===== src/rtl/game_flow_ctrl_pkg.sv =====
// Shared types and the end-of-game decision for the penalty game flow controller.
package game_flow_ctrl_pkg;

  typedef enum logic [2:0] {
    StStart    = 3'd0,
    StWaitPeer = 3'd1,
    StKeeper   = 3'd2,
    StShooter  = 3'd3,
    StWinner   = 3'd4,
    StLooser   = 3'd5,
    StDraw     = 3'd6
  } g_state_e;

  typedef enum logic {
    ModeMulti = 1'b0,
    ModeSolo  = 1'b1
  } g_mode_e;

  typedef enum logic [1:0] {
    ResNone,
    ResWin,
    ResLose,
    ResDraw
  } g_result_e;

  // Evaluated on the already-updated counts of the shot being resolved.
  function automatic g_result_e decide_result(
    input g_mode_e     mode,
    input int unsigned rounds_done,
    input int unsigned own,
    input int unsigned opp,
    input int unsigned rounds,
    input int unsigned win_saves,
    input int unsigned sd_pairs
  );
    g_result_e res;
    res = ResNone;
    if (mode == ModeSolo) begin
      if (rounds_done >= rounds) begin
        res = (own >= win_saves) ? ResWin : ResLose;
      end
    end else if ((rounds_done % 2) == 0 && rounds_done >= 2 * rounds) begin
      if (own > opp) begin
        res = ResWin;
      end else if (own < opp) begin
        res = ResLose;
      end else if (rounds_done >= 2 * (rounds + sd_pairs)) begin
        res = ResDraw;
      end
    end
    return res;
  endfunction

endpackage


===== src/rtl/game_flow_ctrl_peer_timeout.sv =====
// Handshake watchdog: reloads while idle, counts down while waiting for the peer.
module game_flow_ctrl_peer_timeout #(
  parameter int unsigned PeerTmo = 100_000_000
) (
  input  logic clk,
  input  logic rst,
  input  logic run_i,
  output logic tmo_o
);

  localparam int unsigned TmoW = $clog2(PeerTmo + 1);
  localparam logic [TmoW-1:0] LoadVal = TmoW'(PeerTmo - 1);

  logic [TmoW-1:0] cnt_q, cnt_d;

  always_comb begin
    cnt_d = cnt_q;
    if (!run_i) begin
      cnt_d = LoadVal;
    end else if (cnt_q != '0) begin
      cnt_d = cnt_q - 1'b1;
    end
  end

  always_ff @(posedge clk) begin
    if (rst) begin
      cnt_q <= '0;
    end else begin
      cnt_q <= cnt_d;
    end
  end

  // Fires on the PeerTmo-th cycle spent waiting.
  assign tmo_o = run_i && (cnt_q == '0);

endmodule


===== src/rtl/game_flow_ctrl.sv =====
// Penalty game next-state controller: SOLO keeper run or MULTI alternating-role match.
module game_flow_ctrl
  import game_flow_ctrl_pkg::*;
#(
  parameter int unsigned Rounds   = 5,
  parameter int unsigned WinSaves = 3,
  parameter int unsigned SdPairs  = 3,
  parameter int unsigned CntW     = 4,
  parameter int unsigned PeerTmo  = 100_000_000
) (
  input  logic            clk,
  input  logic            rst,
  input  logic            left_clicked_i,
  input  logic            solo_enable_i,
  input  logic            is_host_i,
  input  logic            peer_ready_i,
  input  logic            round_done_i,
  input  logic            goal_i,
  output logic [2:0]      game_state_o,
  output logic            game_mode_o,
  output logic [CntW-1:0] round_cnt_o,
  output logic [CntW-1:0] score_own_o,
  output logic [CntW-1:0] score_opp_o,
  output logic            state_chg_o
);

  g_state_e        state_q, state_d;
  g_mode_e         mode_q, mode_d;
  logic [CntW-1:0] rc_q, rc_d, own_q, own_d, opp_q, opp_d;
  logic [CntW-1:0] rc_inc, own_upd, opp_upd;
  logic            chg_q;
  logic            waiting, tmo;
  g_result_e       res;

  function automatic logic [CntW-1:0] sat_inc(input logic [CntW-1:0] v);
    return (v == '1) ? v : v + 1'b1;
  endfunction

  assign waiting = (state_q == StWaitPeer);

  game_flow_ctrl_peer_timeout #(
    .PeerTmo(PeerTmo)
  ) u_peer_timeout (
    .clk  (clk),
    .rst  (rst),
    .run_i(waiting),
    .tmo_o(tmo)
  );

  always_comb begin
    state_d = state_q;
    mode_d  = mode_q;
    rc_d    = rc_q;
    own_d   = own_q;
    opp_d   = opp_q;
    rc_inc  = sat_inc(rc_q);
    own_upd = own_q;
    opp_upd = opp_q;

    // SOLO counts saves; MULTI credits the goal to whoever is shooting.
    if (mode_q == ModeSolo) begin
      if (!goal_i) own_upd = sat_inc(own_q);
    end else if (goal_i) begin
      if (state_q == StShooter) own_upd = sat_inc(own_q);
      else                      opp_upd = sat_inc(opp_q);
    end

    res = decide_result(mode_q, 32'(rc_inc), 32'(own_upd), 32'(opp_upd),
                        Rounds, WinSaves, SdPairs);

    case (state_q)
      StStart: begin
        mode_d = solo_enable_i ? ModeSolo : ModeMulti;
        if (left_clicked_i) state_d = solo_enable_i ? StKeeper : StWaitPeer;
      end
      StWaitPeer: begin
        if (mode_q == ModeSolo)  state_d = StStart;
        else if (peer_ready_i)   state_d = is_host_i ? StShooter : StKeeper;
        else if (tmo)            state_d = StStart;
      end
      StKeeper, StShooter: begin
        if (mode_q == ModeSolo && state_q == StShooter) begin
          state_d = StStart;
        end else if (round_done_i) begin
          rc_d  = rc_inc;
          own_d = own_upd;
          opp_d = opp_upd;
          case (res)
            ResWin:  state_d = StWinner;
            ResLose: state_d = StLooser;
            ResDraw: state_d = StDraw;
            default: begin
              if (mode_q == ModeSolo)       state_d = StKeeper;
              else if (state_q == StKeeper) state_d = StShooter;
              else                          state_d = StKeeper;
            end
          endcase
        end
      end
      StWinner, StLooser, StDraw: begin
        if (left_clicked_i) state_d = StStart;
      end
      default: state_d = StStart;
    endcase

    if (state_d == StStart) begin
      rc_d  = '0;
      own_d = '0;
      opp_d = '0;
    end
  end

  always_ff @(posedge clk) begin
    if (rst) begin
      state_q <= StStart;
      mode_q  <= ModeMulti;
      rc_q    <= '0;
      own_q   <= '0;
      opp_q   <= '0;
      chg_q   <= 1'b0;
    end else begin
      state_q <= state_d;
      mode_q  <= mode_d;
      rc_q    <= rc_d;
      own_q   <= own_d;
      opp_q   <= opp_d;
      chg_q   <= (state_d != state_q);
    end
  end

  assign game_state_o = state_q;
  assign game_mode_o  = mode_q;
  assign round_cnt_o  = rc_q;
  assign score_own_o  = own_q;
  assign score_opp_o  = opp_q;
  assign state_chg_o  = chg_q;

endmodule

===== config.mk =====
export PLATFORM = sky130hd
export DESIGN_NAME = game_flow_ctrl
export DESIGN_NICKNAME = d
export VERILOG_FILES = /design/src/rtl/game_flow_ctrl_pkg.sv /design/src/rtl/game_flow_ctrl_peer_timeout.sv /design/src/rtl/game_flow_ctrl.sv
export SDC_FILE = /design/constraint.sdc
export NUM_CORES = 1
export LEC_CHECK = 0
export ABC_CLOCK_PERIOD_IN_PS = 11800
export BUFFER_PORTS_ARGS = -buffer_cell sky130_fd_sc_hd__buf_2
export CAP_MARGIN = 25
export CORE_MARGIN = 8
export CORE_UTILIZATION = 50
export CTS_CLUSTER_DIAMETER = 80
export DETAILED_ROUTE_END_ITERATION = 16
export GPL_ROUTABILITY_DRIVEN = 0
export HOLD_SLACK_MARGIN = 0.05
export PLACE_DENSITY = 0.79
export SYNTH_ARGS = -nofsm -noshare
export SYNTH_HDL_FRONTEND = slang
export SYNTH_SLANG_ARGS = --single-unit

===== constraint.sdc =====
create_clock -name clk -period 11.8 [get_ports clk]
set_input_delay 0.59 -clock clk [delete_from_list [all_inputs] [get_ports clk]]
set_output_delay 0.59 -clock clk [all_outputs]
set_load 0.02 [all_outputs]

==> metrics.cfg, run 1 <==
[logic_synthesis]
syn-instance-count = 327
synth_simple_gate_area_share = 0.262
synth_mux_area_frac = 0.0503
synth-xor-area-share = 0.0823
synth_adder_area_share = 0.0555
ys_top_cells_by_count = dfxtp_1 (44), nor2_1 (32), a21oi_1 (25)
synth_area_leaders = dfxtp_1 (33%), ha_1 (5.2%), xnor2_1 (4.9%)
synth_edf_count = 0
ys_ff_latch = 44
yosysSeqAreaShare = 0.331
synth_top_flop_cell = dfxtp_1
synth_compound_area_frac = 0.174
synthesis.nets = 346
synth_top_family_by_area = simple AND/OR/NAND/NOR gates
syn_avg_cell_area_um2 = 8.13
async_reset_ff_frac = 0
netlist_area_mm2 = 0.00266
yosysUniqueCellTypes = 54
yosys.area.top_type = dfxtp_1
yosys.cell_count.top_type = dfxtp_1
ys_warn_count = 0
yosysTopAreaCellShare = 0.331

[worst_setup_path]
worstSetupPathType = reg -> reg
start_kind = flip-flop
critPathMostFrequentCell = nor2b_1
crit_path_max_incr_delay_ns = 0.67
slowest_stage = dfxtp_1
cp_max_fo = 19
cp_data_arrival_time_ns = 4.88
reg2reg_depth = 17
cp.required_ns = 11.99
r2r-end = score_opp_o[2]
r2r-start = game_state_o[0]
r2r_setup_slack_ns = 7.11
cp-end-kind = flip-flop
crit_chain = nor2b_1, a31o_2, nand2_1, mux2_2, ha_1, nor2b_1, a221oi_1, a31oi_1, maj3_1, a22oi_1, ha_1, nor2b_1, o21ai_0, o21ai_0, a221oi_2, o211a_1, a2111oi_1

[timing]
report.final.slew_viol_count = 0
clock_skew_ns = 0.0109
max_freq_ghz = 0.213
tightest_slew_ns = 0.698
fin_crit_ns = 4.69
slew_headroom = 0.530
finalHoldViolations = 0
setup_viol = 0
min_period_over_period = 0.398
fin_setup_tns_ns = 0
grt_setup_unrepaired = false

[cells_and_area]
areaGrowthSynthToFinish_pct = 9.88
layout-drive-gt1-share = 0.126
nNetsFinal = 360
multi_input_area_mm2 = 0.00166
fin_cells = 412
diodes = 0
regArea_um2 = 881
fill_cells = 482
final_core_util = 0.572

[grt]
antenna_found_initial = 0
grt_usage = 0.161
grt_pass1_vias = 2250
grt_pass1_wl_mm = 10.3
grt_max_degree = 38
overflow = 0

[detailed_routing]
ant_nets = 0
drt_iter0_markers = 169
wl_mm = 5.82
dr.pass1.iters = 4
routedWlPerCell_um = 14.1
drc = 0
vias = 2369
drt-vias-per-instance = 5.75

[power_and_ir_drop]
p_sw_frac = 0.289
p_sw_uw = 102
pwr-share-comb = 0.178
power.share.sequential = 0.477
ir_drop_uv = 82.7
leakagePower_uw = 0.00111
p_int_uw = 252
power_density_mw_per_mm2 = 121
clock_power_share = 0.346

[floorplanning]
die_w_um = 88.9
pin_count = 25
coreArea_mm2 = 0.00511
placementRows = 26
die_area_mm2 = 0.00791
start_util = 0.521
dieHeight_um = 88.9

[min_path]
worstHoldPathType = reg -> reg
min_from = u_peer_timeout.cnt_q[26]
hold_end = u_peer_timeout.cnt_q[26]
whs_path_depth = 2

[clocking]
clkTransAtPathRegs_ns = 0.09
cts_root_buffer = clkbuf_8
cts_buffers = 5
cts_resized = 0
clock_sinks = 44
clk_latency_ns = 0.30
tritoncts = done
hold_buffers = 0
cts.path.max_buffers = 2
cts_setup_buffers = 0
htreeDepth = 2

[status]
outcome = completed

[placement]
place.port_buffers = 24
dp_hpwl_mm = 4.06
place_inst = 404

[run]
cap_violations = 0

kinds of logic (layout without fill, tap and decap cells):
family,after synthesis,in the layout
and+or+nand+nor,134,134
AOI/OAI and AO/OA,71,71
DFF,44,44
buffers and inverters,28,43
xor gates and xnor gates,25,25
muxes,13,13
adders and majority gates,12,12
how the worst max path moves through the flow:
stage | startpoint | endpoint | slack, ns | cells after the start
final | game_state_o[0] | score_opp_o[2] | 7.11 | 17
after global routing | game_state_o[0] | score_own_o[3] | 6.60 | 17
after CTS | game_state_o[0] | score_opp_o[2] | 7.12 | 17
after detailed placement | game_state_o[0] | score_opp_o[2] | 7.15 | 17
after global placement | game_state_o[0] | score_opp_o[3] | 7.38 | 17
after floorplan | game_mode_o | score_opp_o[2] | 7.61 | 19
registers in the layout, indices dropped and copies added, names as in the netlist:
signal,cells
score_own_o,4
score_opp_o,4
state_chg_o,1
game_state_o,3
round_cnt_o,4
u_peer_timeout.cnt_q,27
game_mode_o,1
metal layers:
metal / global-route usage / wire (um)
met4: 0.0574 / 106
met2: 0.258 / 2790
met5: 0 / 0
met1: 0.202 / 2610
met3: 0.0432 / 311
power by group through the flow:
stage / Sequential, uW / Combinational, uW / Clock [uW]
floorplan: 170 / 50.0 / 0
global placement: 171 / 61.0 / 0
detailed placement: 172 / 62.7 / 0
CTS: 169 / 63.3 / 126
global route: 171 / 71.0 / 133
finish: 169 / 62.9 / 122
layout by cell type (no fill, tap or decap), types with 5 or more instances in the layout:
cell      netlist  final
a31oi_1         9      9
dfxtp_1        44     44
nor2_1         32     32
nor2b_1         8      8
ha_1           11     11
a21oi_1        25     25
buf_2           0     24
or3_1           8      8
nand2b_1       11     11
nand3_1         7      7
xnor2_1        15     15
o21ai_0        11     11
xor2_1         10     10
nor3_1         23     22
mux2i_1        10     10
clkbuf_8        0      6
nand2_1        19     19
and3_1          5      5
inv_1           9      9
nor4_1          7      7
critical path: cells and delay by family (launching register included):
kind                       cells  cell delay (ns)
and+or+nand+nor                4             0.77
adders and majority gates      3             0.87
muxes                          1             0.29
AOI/OAI and AO/OA              9             1.98
DFF                            1             0.67
final cells by class:
| cell class | instances | area share |
|---|---|---|
| clock buffers | 6 | 0.0283 |
| flip-flops and latches | 44 | 0.301 |
| repair buffers | 26 | 0.0462 |
| clock inverters | 2 | 0.0133 |
| inverters | 9 | 0.0116 |
| multi-input cells | 255 | 0.569 |
| well taps | 70 | 0.0300 |
per-stage QoR:
stage | worst slack [ns] | hold WS, ns | total power, uW | instance area (um^2)
after floorplan | 7.61 | 0.448 | 220 | 2660
after global placement | 7.38 | 0.459 | 232 | 2800
after detailed placement | 7.15 | 0.483 | 235 | 2800
after CTS | 7.12 | 0.501 | 358 | 2920
after global routing | 6.60 | 0.518 | 374 | 2920
final | 7.11 | 0.497 | 354 | 2920
Note: power is estimated with default switching activity, not from simulation.
==> inputs of run 2 (changes only) <==
--- a/config.mk
+++ b/config.mk
@@ -5,7 +5,8 @@
 export SDC_FILE = /design/constraint.sdc
 export NUM_CORES = 1
 export LEC_CHECK = 0
-export ABC_CLOCK_PERIOD_IN_PS = 11800
+export ABC_AREA = 1
+export ABC_CLOCK_PERIOD_IN_PS = 4260
 export BUFFER_PORTS_ARGS = -buffer_cell sky130_fd_sc_hd__buf_2
 export CAP_MARGIN = 25
 export CORE_MARGIN = 8
@@ -14,7 +15,7 @@
 export DETAILED_ROUTE_END_ITERATION = 16
 export GPL_ROUTABILITY_DRIVEN = 0
 export HOLD_SLACK_MARGIN = 0.05
-export PLACE_DENSITY = 0.79
+export PLACE_DENSITY = 0.81
 export SYNTH_ARGS = -nofsm -noshare
 export SYNTH_HDL_FRONTEND = slang
 export SYNTH_SLANG_ARGS = --single-unit
==> constraint.sdc (replaced) <==
create_clock -name clk -period 4.26 [get_ports clk]
set_input_delay 0.213 -clock clk [delete_from_list [all_inputs] [get_ports clk]]
set_output_delay 0.213 -clock clk [all_outputs]
set_load 0.02 [all_outputs]
==> metrics.cfg, run 2 <==
[logic_synthesis]
syn-instance-count = 470  ; was 327
synthesis.nets = 489  ; was 346
ys_top_cells_by_count = nand2_1 (102), nor2_1 (70), inv_1 (53)  ; was dfxtp_1 (44), nor2_1 (32), a21oi_1 (25)
yosys.cell_count.top_type = nand2_1  ; was dfxtp_1
ys_ff_latch = 44  ; unchanged
yosys.area.top_type = dfxtp_1  ; unchanged
synth_edf_count = 0  ; unchanged
yosysSeqAreaShare = 0.296  ; was 0.331
syn_avg_cell_area_um2 = 6.34  ; was 8.13 um^2
yosysUniqueCellTypes = 34  ; was 54
async_reset_ff_frac = 0  ; unchanged
synth_top_flop_cell = dfxtp_1  ; unchanged
ys_warn_count = 0  ; unchanged
synth_area_leaders = dfxtp_1 (30%), nand2_1 (13%), nor2_1 (8.8%)  ; was dfxtp_1 (33%), ha_1 (5.2%), xnor2_1 (4.9%)
yosysTopAreaCellShare = 0.296  ; was 0.331
netlist_area_mm2 = 0.00298  ; was 0.00266 mm^2

[detailed_routing]
routedWlPerCell_um = 13.3  ; was 14.1 um
ant_nets = 0  ; unchanged
vias = 3064  ; was 2369
drt-vias-per-instance = 5.38  ; was 5.75
drc = 0  ; unchanged
wl_mm = 7.56  ; was 5.82 mm
drt_iter0_markers = 228  ; was 169
dr.pass1.iters = 5  ; was 4

[clocking]
cts_root_buffer = clkbuf_8  ; unchanged
hold_buffers = 0  ; unchanged
cts_buffers = 5  ; unchanged
clk_latency_ns = 0.31  ; was 0.30 ns
cts.path.max_buffers = 2  ; unchanged
htreeDepth = 2  ; unchanged
tritoncts = done  ; unchanged
cts_resized = 0  ; unchanged
clock_sinks = 44  ; unchanged
cts_setup_buffers = 0  ; unchanged
clkTransAtPathRegs_ns = 0.08  ; was 0.09 ns

[cells_and_area]
largest_reg_flops = 27  ; unchanged
nNetsFinal = 512  ; was 360
diodes = 0  ; unchanged
layout-drive-gt1-share = 0.130  ; was 0.126
final_cell_mix = nand2_1 (102), nor2_1 (70), inv_1 (53)  ; was dfxtp_1 (44), nor2_1 (32), a21oi_1 (25)
areaGrowthSynthToFinish_pct = 9.32  ; was 9.88%
top_register = u_peer_timeout.cnt_q  ; unchanged
final_common_cell = nand2_1  ; was dfxtp_1
finalInstanceArea_mm2 = 0.00326  ; was 0.00292 mm^2

[worst_setup_path]
cp.required_ns = 4.44  ; was 11.99 ns
crit_path_max_incr_delay_ns = 0.48  ; was 0.67 ns
crit_chain = nand4_1, a21boi_2, nand2_1, xnor2_1, inv_1, ha_1, nand2_1, nand3b_1, nand2_1, inv_1, a21oi_1, ha_1, inv_1, a21oi_1, o21ai_0, a21oi_2, nand2_2, o21ai_4, nor2_1  ; was nor2b_1, a31o_2, nand2_1, mux2_2, ha_1, nor2b_1, a221oi_1, a31oi_1, maj3_1, a22oi_1, ha_1, nor2b_1, o21ai_0, o21ai_0, a221oi_2, o211a_1, a2111oi_1
r2r_setup_slack_ns = 0.78  ; was 7.11 ns
cp-end-kind = flip-flop  ; unchanged
worstSetupPathType = reg -> reg  ; unchanged
reg2reg_depth = 19  ; was 17
path_buf_inv = 3  ; was 0
cp_max_fo = 12  ; was 19
slowest_stage = dfxtp_1  ; unchanged
cp_data_arrival_time_ns = 3.66  ; was 4.88 ns
start_kind = flip-flop  ; unchanged
r2r-start = game_state_o[0]  ; unchanged
critical_path.top_delay_family = compound AO/OA/AOI/OAI gates  ; unchanged
r2r-end = score_own_o[3]  ; was score_opp_o[2]

[power_and_ir_drop]
leakagePower_uw = 0.00153  ; was 0.00111 uW
power_density_mw_per_mm2 = 331  ; was 121 mW/mm^2
ir_drop_uv = 216  ; was 82.7 uV

[timing]
grt_setup_unrepaired = false  ; unchanged
clock_skew_ns = 0.0105  ; was 0.0109 ns
slew_headroom = 0.516  ; was 0.530
max_freq_ghz = 0.287  ; was 0.213 GHz
tightest_slew_ns = 0.723  ; was 0.698 ns
fin_setup_tns_ns = 0  ; unchanged
setup_viol = 0  ; unchanged
report.final.slew_viol_count = 0  ; unchanged
min_period_over_period = 0.817  ; was 0.398
finalHoldViolations = 0  ; unchanged
fin_crit_ns = 3.48  ; was 4.69 ns

[min_path]
hold_end = game_mode_o  ; was u_peer_timeout.cnt_q[26]
worstHoldPathType = in -> reg  ; was reg -> reg
min_from = solo_enable_i  ; was u_peer_timeout.cnt_q[26]
whs_path_depth = 3  ; was 2

[floorplanning]
start_util = 0.509  ; was 0.521
dieHeight_um = 93.2  ; was 88.9 um
placementRows = 28  ; was 26
coreArea_mm2 = 0.00585  ; was 0.00511 mm^2
pin_count = 25  ; unchanged
die_w_um = 93.2  ; was 88.9 um
die_area_mm2 = 0.00868  ; was 0.00791 mm^2

[placement]
place_area_mm2 = 0.00315  ; was 0.00280 mm^2
place.port_buffers = 24  ; unchanged
dp_hpwl_mm = 5.72  ; was 4.06 mm

[grt]
grt_pass1_vias = 2966  ; was 2250
overflow = 0  ; unchanged
antenna_found_initial = 0  ; unchanged
grt_pass1_wl_mm = 12.8  ; was 10.3 mm
grt_usage = 0.179  ; was 0.161
grt_max_degree = 22  ; was 38

[run]
cap_violations = 0  ; unchanged

[status]
outcome = completed  ; unchanged

[run 2: cell types whose count changed after synthesis, moves of 9 or more]
cell / before / now
nand2_1: 19 / 102
inv_1: 9 / 53
nor2_1: 32 / 70
nand3_1: 7 / 40
o21ai_0: 11 / 31
nor3_1: 23 / 7
nor2_2: 0 / 14
nand2b_1: 11 / 0
xnor2_1: 15 / 4
clkbuf_1: 14 / 4
a31oi_1: 9 / 0
mux2i_1: 10 / 1
[run 2: worst reg2reg max path, stage by stage (launching register included)]
cell and delay [ns]:
dfxtp_1 0.48, nand4_1 0.19, a21boi_2 0.25, nand2_1 0.12, xnor2_1 0.18, inv_1 0.08, ha_1 0.29, nand2_1 0.05
nand3b_1 0.14, nand2_1 0.06, inv_1 0.03, a21oi_1 0.19, ha_1 0.20, inv_1 0.06, a21oi_1 0.11, o21ai_0 0.11
a21oi_2 0.20, nand2_2 0.11, o21ai_4 0.41, nor2_1 0.09
[run 2: stage by stage]
| stage | total power (uW) | setup WS, ns | instances | util | hold WS, ns |
|---|---|---|---|---|---|
| after CTS | 1080 | 0.796 | 569 | 0.557 | 0.155 |
| after detailed placement | 754 | 0.810 | 561 | 0.538 | 0.483 |
| final | 1080 | 0.781 | 569 | 0.557 | 0.164 |
| after global routing | 1140 | 0.405 | 569 | 0.557 | 0.168 |
| after global placement | 745 | 0.966 | 561 | 0.538 | 0.471 |
| after floorplan | 691 | 1.15 | 470 | - | 0.340 |
[run 2: logic make-up after synthesis]
group                      Yosys count  share of synthesized area
buffers and inverters               68                     0.0924
DFF                                 44                      0.296
xor gates and xnor gates            15                     0.0441
muxes                                1                    0.00336
and+or+nand+nor                    259                      0.386
AOI/OAI and AO/OA                   72                      0.132
adders and majority gates           11                     0.0462
[run 2: power by group]
group / leakage, uW / switching (uW) / total (uW) / internal, uW
Sequential: 0.000363 / 36.0 / 476 / 440
Combinational: 0.00111 / 181 / 273 / 92.0
Clock: 0.0000541 / 154 / 328 / 174
Total: 0.00153 / 371 / 1080 / 706
[run 2: layer usage]
| layer | global-route usage | wire length (um) | part of all wire | up-vias |
|---|---|---|---|---|
| li1 | - | - | - | 1565 |
| met1 | 0.200 | 3230 | 0.43 | 1374 |
| met2 | 0.320 | 3770 | 0.50 | 102 |
| met3 | 0.0288 | 323 | 0.043 | 23 |
| met4 | 0.0926 | 239 | 0.032 | 0 |
| met5 | 0 | 0 | 0 | - |
[run 2: area by class of cell]
type                    instances  area (um^2)
well taps                      75         93.8
multi-input cells             358         1820
clock inverters                 3         42.5
flip-flops and latches         44          881
clock buffers                   5         68.8
inverters                      60          228
fillers                       567         2590
repair buffers                 24          120
[run 2: worst max-delay path by stage]
stage	start	end	cells after the start
6_report	game_state_o[0]	score_own_o[3]	19
5_1_grt	game_state_o[0]	score_own_o[3]	19
4_1_cts	game_state_o[0]	score_own_o[3]	19
3_5_place_dp	game_state_o[0]	score_own_o[3]	19
3_3_place_gp	game_state_o[0]	score_own_o[3]	19
2_1_floorplan	game_state_o[0]	score_own_o[0]	21
==> inputs of run 3 (changes only) <==
--- a/config.mk
+++ b/config.mk
@@ -6,7 +6,7 @@
 export NUM_CORES = 1
 export LEC_CHECK = 0
 export ABC_AREA = 1
-export ABC_CLOCK_PERIOD_IN_PS = 4260
+export ABC_CLOCK_PERIOD_IN_PS = 3300
 export BUFFER_PORTS_ARGS = -buffer_cell sky130_fd_sc_hd__buf_2
 export CAP_MARGIN = 25
 export CORE_MARGIN = 8
@@ -15,7 +15,7 @@
 export DETAILED_ROUTE_END_ITERATION = 16
 export GPL_ROUTABILITY_DRIVEN = 0
 export HOLD_SLACK_MARGIN = 0.05
-export PLACE_DENSITY = 0.81
+export PLACE_DENSITY = 0.79
 export SYNTH_ARGS = -nofsm -noshare
 export SYNTH_HDL_FRONTEND = slang
 export SYNTH_SLANG_ARGS = --single-unit
==> constraint.sdc (replaced) <==
create_clock -name clk -period 3.3 [get_ports clk]
set_input_delay 0.165 -clock clk [delete_from_list [all_inputs] [get_ports clk]]
set_output_delay 0.165 -clock clk [all_outputs]
set_load 0.02 [all_outputs]
==> metrics.cfg, run 3 (synthesis gave the netlist of run 2 again) <==
[grt]
gr-max-usage-layer = met2  ; unchanged
use_met2 = 0.305  ; was 0.320
grt_usage = 0.180  ; was 0.179
antenna_found_initial = 0  ; unchanged
grtUsageMet3 = 0.0288  ; unchanged
overflow = 0  ; unchanged
grt_pass1_wl_mm = 12.9  ; was 12.8 mm
grt_max_degree = 22  ; unchanged
grt_pass1_vias = 2972  ; was 2966
use_met1 = 0.216  ; was 0.200

[timing]
grt_setup_unrepaired = true  ; was false
fin_crit_ns = 3.24  ; was 3.48 ns
finalHoldViolations = 0  ; unchanged
tightest_slew_ns = 0.460  ; was 0.723 ns
timing.hold.ws_ns = 0.117  ; was 0.164 ns
min_period_over_period = 0.982  ; was 0.817
report.final.slew_viol_count = 0  ; unchanged
setup_viol = 0  ; unchanged
max_freq_ghz = 0.309  ; was 0.287 GHz
slew_headroom = 0.690  ; was 0.516
layout_setup_ws_ns = 0.0597  ; was 0.781 ns
fin_setup_tns_ns = 0  ; unchanged
clock_skew_ns = 0.0110  ; was 0.0105 ns

[status]
outcome = completed  ; unchanged

[detailed_routing]
drt_iter0_markers = 206  ; was 228
vias = 3114  ; was 3064
dr.pass1.iters = 5  ; unchanged
ant_nets = 0  ; unchanged
drt-vias-per-instance = 5.39  ; was 5.38
routedWlPerCell_um = 13.8  ; was 13.3 um
wl_mm = 7.95  ; was 7.56 mm
drc = 0  ; unchanged

[power_and_ir_drop]
power_density_mw_per_mm2 = 401  ; was 331 mW/mm^2
ir_drop_uv = 215  ; was 216 uV
leakagePower_uw = 0.00159  ; was 0.00153 uW

[clocking]
cts_buffers = 5  ; unchanged
clk_latency_ns = 0.30  ; was 0.31 ns
clock_sinks = 44  ; unchanged
clkTransAtPathRegs_ns = 0.09  ; was 0.08 ns
tritoncts = done  ; unchanged
cts.path.max_buffers = 2  ; unchanged
cts_root_buffer = clkbuf_8  ; unchanged
htreeDepth = 2  ; unchanged
hold_buffers = 0  ; unchanged

[cells_and_area]
final_core_util = 0.583  ; was 0.557
areaGrowthSynthToFinish_pct = 14.4  ; was 9.32%
layout-drive-gt1-share = 0.187  ; was 0.130
fill_cells = 536  ; was 567
largest_reg_flops = 27  ; unchanged
final_cell_mix = nand2_1 (97), nor2_1 (69), inv_1 (52)  ; was nand2_1 (102), nor2_1 (70), inv_1 (53)
top_register = u_peer_timeout.cnt_q  ; unchanged
final_common_cell = nand2_1  ; unchanged
diodes = 0  ; unchanged
nNetsFinal = 521  ; was 512

[floorplanning]
placementRows = 28  ; unchanged
die_w_um = 93.2  ; unchanged
coreArea_mm2 = 0.00585  ; unchanged
die_area_mm2 = 0.00868  ; unchanged
dieHeight_um = 93.2  ; unchanged
start_util = 0.509  ; unchanged
pin_count = 25  ; unchanged

[worst_setup_path]
cp_max_fo = 6  ; was 12
start_kind = flip-flop  ; unchanged
cp-end-kind = flip-flop  ; unchanged
cp_data_arrival_time_ns = 3.43  ; was 3.66 ns
worstSetupPathType = reg -> reg  ; unchanged
cp.required_ns = 3.49  ; was 4.44 ns
r2r_setup_slack_ns = 0.06  ; was 0.78 ns

[placement]
pre_cts_ws_ns = 0.0884  ; was 0.810 ns
place.port_buffers = 24  ; unchanged
dp_hpwl_mm = 5.77  ; was 5.72 mm

[run]
cap_violations = 0  ; unchanged

[min_path]
worstHoldPathType = in -> reg  ; unchanged

==> run 3: worst max-delay path, cell delays in order (launching register included) <==
cell       delay (ns)
dfxtp_4          0.37
inv_4            0.08
nand4_1          0.14
a21boi_2         0.26
buf_4            0.17
nand3_4          0.06
nand2_2          0.08
ha_1             0.25
inv_1            0.07
o21bai_1         0.06
nand3_1          0.14
nand2_1          0.10
a21oi_2          0.16
ha_2             0.20
inv_2            0.04
a21oi_2          0.10
o21ai_1          0.08
a21oi_2          0.20
nand2_2          0.10
o21ai_4          0.24
clkbuf_16        0.20
nor2_2           0.03
==> run 3: worst paths after layout <==
kind                         endpoint                      from  cells past startpoint
max                    round_cnt_o[1]           game_state_o[2]                     21
min                       game_mode_o             solo_enable_i                      3
max reg2reg            round_cnt_o[1]           game_state_o[2]                     21
min reg2reg  u_peer_timeout.cnt_q[12]  u_peer_timeout.cnt_q[12]                      2
==> run 3: timing repair <==
item                       CTS  global route
setup buffers                0             2
setup endpoints to repair    0            13
resized for setup            0            28
==> run 3: area by class of cell <==
type | count | area [um^2] | share of cell area
Sequential cell | 44 | 893 | 0.262
Inverter | 60 | 230 | 0.0675
Timing Repair Buffer | 33 | 218 | 0.0639
Multi-Input combinational cell | 358 | 1890 | 0.553
Clock buffer | 5 | 68.8 | 0.0202
Tap cell | 75 | 93.8 | 0.0275
Clock inverter | 3 | 18.8 | 0.00551
==> run 3: through the flow <==
stage                     instances  instance area (um^2)  total power (uW)
after floorplan                 470                  2980               892
after global placement          567                  3200               984
after detailed placement        567                  3200               991
after CTS                       575                  3290              1330
after global routing            578                  3410              1450
final                           578                  3410              1370
==> run 3: routing by layer <==
layer	wire, um	vias to the layer above
met5	0	-
met4	256	0
met3	358	23
met2	3820	86
met1	3520	1416
li1	-	1589
==> run 3: power breakdown <==
| part | total (uW) | leakage (uW) | switching [uW] | internal [uW] |
|---|---|---|---|---|
| registers | 613 | 0.000366 | 44.5 | 568 |
| logic | 411 | 0.00118 | 259 | 152 |
| clock network | 343 | 0.0000479 | 195 | 148 |
